[src/rtl/hazard_pkg.sv]
// Shared types and constants for the pipeline stall/flush sequencer.
package hazard_pkg;

  typedef enum logic {
    RUN     = 1'b0,
    MD_WAIT = 1'b1
  } state_t;

  // Width of the mul/div occupancy down-counter.
  localparam int MD_CNT_W = 8;

  // Priority ranks; a lower value wins.
  localparam logic [1:0] PRIO_BRANCH = 2'd0;
  localparam logic [1:0] PRIO_MULDIV = 2'd1;
  localparam logic [1:0] PRIO_LW     = 2'd2;
  localparam logic [1:0] PRIO_NONE   = 2'd3;

  function automatic logic [1:0] pick_winner(input logic branch,
                                             input logic muldiv,
                                             input logic lw);
    if (branch)      return PRIO_BRANCH;
    else if (muldiv) return PRIO_MULDIV;
    else if (lw)     return PRIO_LW;
    else             return PRIO_NONE;
  endfunction

endpackage

[src/rtl/stall_sat_counter.sv]
// Saturating up-counter with synchronous clear; holds at all-ones.
module stall_sat_counter #(
  parameter int W = 16
) (
  input  logic         clk,
  input  logic         clear,
  input  logic         inc,
  output logic [W-1:0] count
);

  always_ff @(posedge clk) begin
    if (clear)
      count <= '0;
    else if (inc && (count != {W{1'b1}}))
      count <= count + W'(1);
  end

endmodule

[src/rtl/pipeline_stall_sequencer.sv]
// Stall/flush scheduler: branch flush > mul/div hold > load-use bubble.
// Optional performance counters are built only when STALL_PERF_CNT_EN is defined.
module pipeline_stall_sequencer
  import hazard_pkg::*;
#(
  parameter int MULDIV_LAT = 4,
  parameter int CNT_W      = 16
) (
  input  logic             clk,
  input  logic             reset,
  input  logic             lw_stall_req,
  input  logic             branch_taken,
  input  logic             muldiv_start,
  output logic             pcwrite,
  output logic             if_id_write,
  output logic             if_id_flush,
  output logic             id_ex_write,
  output logic             id_ex_flush,
  output logic             ex_mem_flush,
  output logic             muldiv_done,
  output logic             busy,
  output logic [CNT_W-1:0] lw_stall_cnt,
  output logic [CNT_W-1:0] md_stall_cnt,
  output logic [CNT_W-1:0] flush_cnt
);

  state_t              state, state_next;
  logic [MD_CNT_W-1:0] cnt, cnt_next;
  logic [1:0]          winner;

  assign winner = pick_winner(branch_taken, muldiv_start, lw_stall_req);

  always_ff @(posedge clk) begin
    if (reset) begin
      state <= RUN;
      cnt   <= '0;
    end else begin
      state <= state_next;
      cnt   <= cnt_next;
    end
  end

  always_comb begin
    state_next   = state;
    cnt_next     = cnt;
    pcwrite      = 1'b1;
    if_id_write  = 1'b1;
    if_id_flush  = 1'b0;
    id_ex_write  = 1'b1;
    id_ex_flush  = 1'b0;
    ex_mem_flush = 1'b0;
    muldiv_done  = 1'b0;
    busy         = 1'b0;
    if (!reset) begin
      unique case (state)
        RUN: begin
          case (winner)
            PRIO_BRANCH: begin
              if_id_flush = 1'b1;
              id_ex_flush = 1'b1;
            end
            PRIO_MULDIV: begin
              pcwrite      = 1'b0;
              if_id_write  = 1'b0;
              id_ex_write  = 1'b0;
              ex_mem_flush = 1'b1;
              cnt_next     = MD_CNT_W'(MULDIV_LAT - 1);
              state_next   = MD_WAIT;
            end
            PRIO_LW: begin
              pcwrite     = 1'b0;
              if_id_write = 1'b0;
              id_ex_flush = 1'b1;
            end
            default: ;
          endcase
        end
        MD_WAIT: begin
          // EX is frozen here, so hazard inputs are not looked at.
          busy         = 1'b1;
          pcwrite      = 1'b0;
          if_id_write  = 1'b0;
          id_ex_write  = 1'b0;
          ex_mem_flush = 1'b1;
          cnt_next     = cnt - MD_CNT_W'(1);
          if (cnt == MD_CNT_W'(1)) begin
            muldiv_done = 1'b1;
            state_next  = RUN;
            cnt_next    = '0;
          end
        end
        default: state_next = RUN;
      endcase
    end
  end

`ifdef STALL_PERF_CNT_EN
  logic lw_hit, md_hold, flush_hit;

  assign lw_hit    = !reset && (state == RUN) && (winner == PRIO_LW);
  assign flush_hit = !reset && (state == RUN) && (winner == PRIO_BRANCH);
  assign md_hold   = !reset && ((state == MD_WAIT) ||
                                ((state == RUN) && (winner == PRIO_MULDIV)));

  stall_sat_counter #(.W(CNT_W)) u_lw_cnt (
    .clk(clk), .clear(reset), .inc(lw_hit), .count(lw_stall_cnt)
  );
  stall_sat_counter #(.W(CNT_W)) u_md_cnt (
    .clk(clk), .clear(reset), .inc(md_hold), .count(md_stall_cnt)
  );
  stall_sat_counter #(.W(CNT_W)) u_flush_cnt (
    .clk(clk), .clear(reset), .inc(flush_hit), .count(flush_cnt)
  );
`else
  assign lw_stall_cnt = '0;
  assign md_stall_cnt = '0;
  assign flush_cnt    = '0;
`endif

endmodule

[config.mk]
export PLATFORM = sky130hd
export DESIGN_NAME = pipeline_stall_sequencer
export DESIGN_NICKNAME = d
export VERILOG_FILES = /design/src/rtl/hazard_pkg.sv /design/src/rtl/stall_sat_counter.sv /design/src/rtl/pipeline_stall_sequencer.sv
export SDC_FILE = /design/constraint.sdc
export NUM_CORES = 1
export LEC_CHECK = 0
export ABC_CLOCK_PERIOD_IN_PS = 3000
export CAP_MARGIN = 10
export CORE_MARGIN = 8
export CORE_UTILIZATION = 40
export DETAILED_ROUTE_END_ITERATION = 10
export DONT_BUFFER_PORTS = 1
export GPL_TIMING_DRIVEN = 0
export MAX_ROUTING_LAYER = met4
export PLACE_DENSITY_LB_ADDON = 0.2
export REMOVE_ABC_BUFFERS = 1
export SLEW_MARGIN = 20
export SYNTH_ARGS = -nofsm -noshare
export SYNTH_HDL_FRONTEND = slang
export SYNTH_SLANG_ARGS = --single-unit
export TNS_END_PERCENT = 100
[constraint.sdc]
create_clock -name clk -period 3 [get_ports clk]
set_clock_uncertainty 0.1 [all_clocks]
set_input_delay 0.3 -clock clk [delete_from_list [all_inputs] [get_ports clk]]
set_output_delay 0.3 -clock clk [all_outputs]
set_load 0.005 [all_outputs]
==> flow_metrics.py <==
metrics = {
    "run_status": {
        "status": "complete, no violations",
    },
    "logic_synthesis": {
        "synth_cell_type_count": 30,
        "yosysWarnings": 0,
        "syn_inst": 120,
        "netlist.area_leader.share_pct": 38.08,
        "synth-seq-area-share_pct": 18.65,
        "syn_avg_cell_area_sq_um": 8.049,
        "yosys-top-cells-area": "buf_4, dfxtp_1, ha_1",
        "async_reset_ff_share_pct": 0,
        "netlist.top_cell.by_area": "buf_4",
        "syn_area_sq_um": 965.9,
        "synth-edff-count": 0,
        "synth-seq-cells": 9,
        "synth_top_flop_cell": "dfxtp_1",
    },
    "power_and_ir_drop": {
        "pwr-share-comb_pct": 33.5,
        "pwr-share-clk_pct": 24.7,
        "power_w": 0.0003917,
        "p_leak_nw": 0.4076,
        "ir_worst_vdd_mv": 0.1962,
        "p_switching_w": 0.0001509,
        "pwr-share-seq_pct": 41.8,
        "switching_share_pct": 38.52,
        "power_density_nw_per_um2": 473.6,
        "intPower_w": 0.0002408,
    },
    "die": {
        "die_area_sq_um": 4243,
        "die_h_microns": 65.14,
        "placementRows": 18,
        "die_w_microns": 65.14,
        "start_util_pct": 40.46,
        "core_sq_um": 2387,
        "num_io_pins": 61,
    },
    "sta": {
        "tightest_slew_ps": 612.2,
        "period_needed_ps": 1938,
        "fin_crit_sh_pct": 64.59,
        "fmax_mhz": 516.1,
        "setup_viol": 0,
        "fin_tns_setup_ps": 0,
        "slew_viol_final": 0,
        "rsz0062_at_grt": "false",
        "fin_ws_ps": 1062,
        "finalHoldWorstSlack_ps": 37.39,
        "hold_viol_final": 0,
        "maxSlewHeadroom_pct": 58.87,
    },
    "layout": {
        "final_cell_mix": "conb_1, dfxtp_1, inv_1",
        "final_common_cell": "conb_1",
        "n_antenna_cell": 0,
        "nets": 130,
        "synthToLayoutAreaGrowth_pct": -14.38,
        "fin_cells": 151,
        "drive_gt1_share_pct": 10.74,
    },
    "drt": {
        "drt-met1-wl_microns": 709,
        "wl_met2_microns": 819,
        "wl_met3_microns": 195,
        "drc": 0,
        "wl_per_cell_microns": 11.46,
        "initialDrtViolationCount": 18,
        "routed_wirelength_mm": 1.730,
        "highest_layer": "met4",
        "ant_nets": 0,
        "vias": 614,
        "avgViaCountPerCell": 4.066,
        "drt_pre_antenna_iters": 4,
    },
    "clock_network": {
        "post_cts_buffers": 0,
        "ctsHoldBuffers": 1,
        "htreeDepth": 1,
        "clock_path_buffers": 2,
        "cts_made_buffers": 3,
        "cts_sinks": 9,
        "cts_tree": "built",
        "clk-insertion-delay-late_ps": 270,
        "cts_resized": 0,
        "clockRootBuffer": "clkbuf_4",
        "path_clk_slew_ps": 70,
    },
    "grt": {
        "grt_max_degree": 13,
        "antenna_found_initial": 0,
        "grt_pass1_vias": 603,
        "overflow": 0,
        "grt_pass1_wl_mm": 2.739,
        "grt.total_usage_pct": 8.195,
    },
    "critical_path": {
        "worst_path_largest_cell_delay_ps": 430,
        "cp_top_family": "simple AND/OR/NAND/NOR gates",
        "path_cells": "ha_1, nor4b_4, nand2_2, nor2_1",
        "crit_path_end_kind": "primary output",
        "critPathKind": "flop to primary output",
        "cp.buffers_inverters": 0,
        "critPathSlowestCell": "dfxtp_1",
        "cp-start-kind": "flop",
        "cp_max_fo": 4,
        "arrival_ps": 1540,
        "crit_required_ps": 2600,
        "path_depth": 4,
        "r2r_cells": 5,
    },
    "run": {
        "cap_violations": 0,
    },
    "min_path": {
        "hold_path_depth": 1,
        "hold_path_class": "input port to flop",
    },
    "placed_design": {
        "dp_cells": 146,
        "gp_congestion": 0.8328,
        "post-place-ws_ps": 1357,
        "io_buffer_count": 0,
        "dp_hpwl_mm": 1.457,
    },
}
-- Yosys cell counts, types with 2 or more instances --
cell type and count:
dfxtp_1 9, ha_1 3, nor3_1 2, a21oi_1 2, nor3b_1 3, nand2_1 5, a31oi_1 4, buf_4 49
inv_1 8, nor2_1 6, o21ai_0 5, o21bai_1 2, xnor2_1 2, nand3_1 3, buf_6 2
-- cell type report --
cell class / count / area, sq um
Multi-Input combinational cell: 99 / 541.8
Sequential cell: 9 / 180.2
Fill cell: 276 / 1560
Timing Repair Buffer: 1 / 10.01
Clock inverter: 1 / 5.005
Tap cell: 30 / 37.54
Clock buffer: 3 / 22.52
Inverter: 8 / 30.03
-- worst register-to-register path: stages (launching register included) --
cell	delay [ps]
dfxtp_1	430
ha_1	260
nor4b_4	300
nand2_2	130
a31oi_1	180
nor2_1	60
-- path summary, 6_finish.rpt --
path	start	endpoint	slack [ps]
worst min register to register	cnt[4]	cnt[4]	410
worst max register to register	cnt[0]	cnt[2]	1440
worst min-delay path	reset	cnt[4]	40
worst max-delay path	cnt[0]	muldiv_done	1060
-- flip-flops by register name, indices dropped and copies added, names as in the netlist --
name and flops:
cnt 8, state 1
-- kinds of logic after synthesis --
| family | share of synthesized area [%] |
|---|---|
| AOI/OAI and AO/OA | 11.66 |
| xor gates and xnor gates | 1.814 |
| adders and majority gates | 3.886 |
| buffers and inverters | 43.52 |
| DFF | 18.65 |
| other | 0.3882 |
| and+or+nand+nor | 20.08 |
-- metrics by stage --
stage | util (%) | area [sq um]
CTS | 34.64 | 827.0
detailed placement | 33.07 | 789.5
finish | 34.64 | 827.0
global route | 34.64 | 827.0
global placement | 33.07 | 789.5
floorplan | - | 752.0
-- metal layers --
layer | vias up | global-route usage, %
li1 | 298 | -
met1 | 280 | 8.713
met5 | - | -
met3 | 2 | 4.762
met2 | 34 | 13.04
met4 | 0 | 1.635
-- power by group through the flow --
stage,Sequential (W),Combinational (W),Clock [W]
after global placement,0.000166,0.000127,0
final,0.000164,0.000131,0.0000969
after floorplan,0.000161,0.000111,0
after global routing,0.000168,0.000150,0.000108
after detailed placement,0.000166,0.000127,0
after CTS,0.000163,0.000129,0.000100
Power figures use the tool's default switching activity.
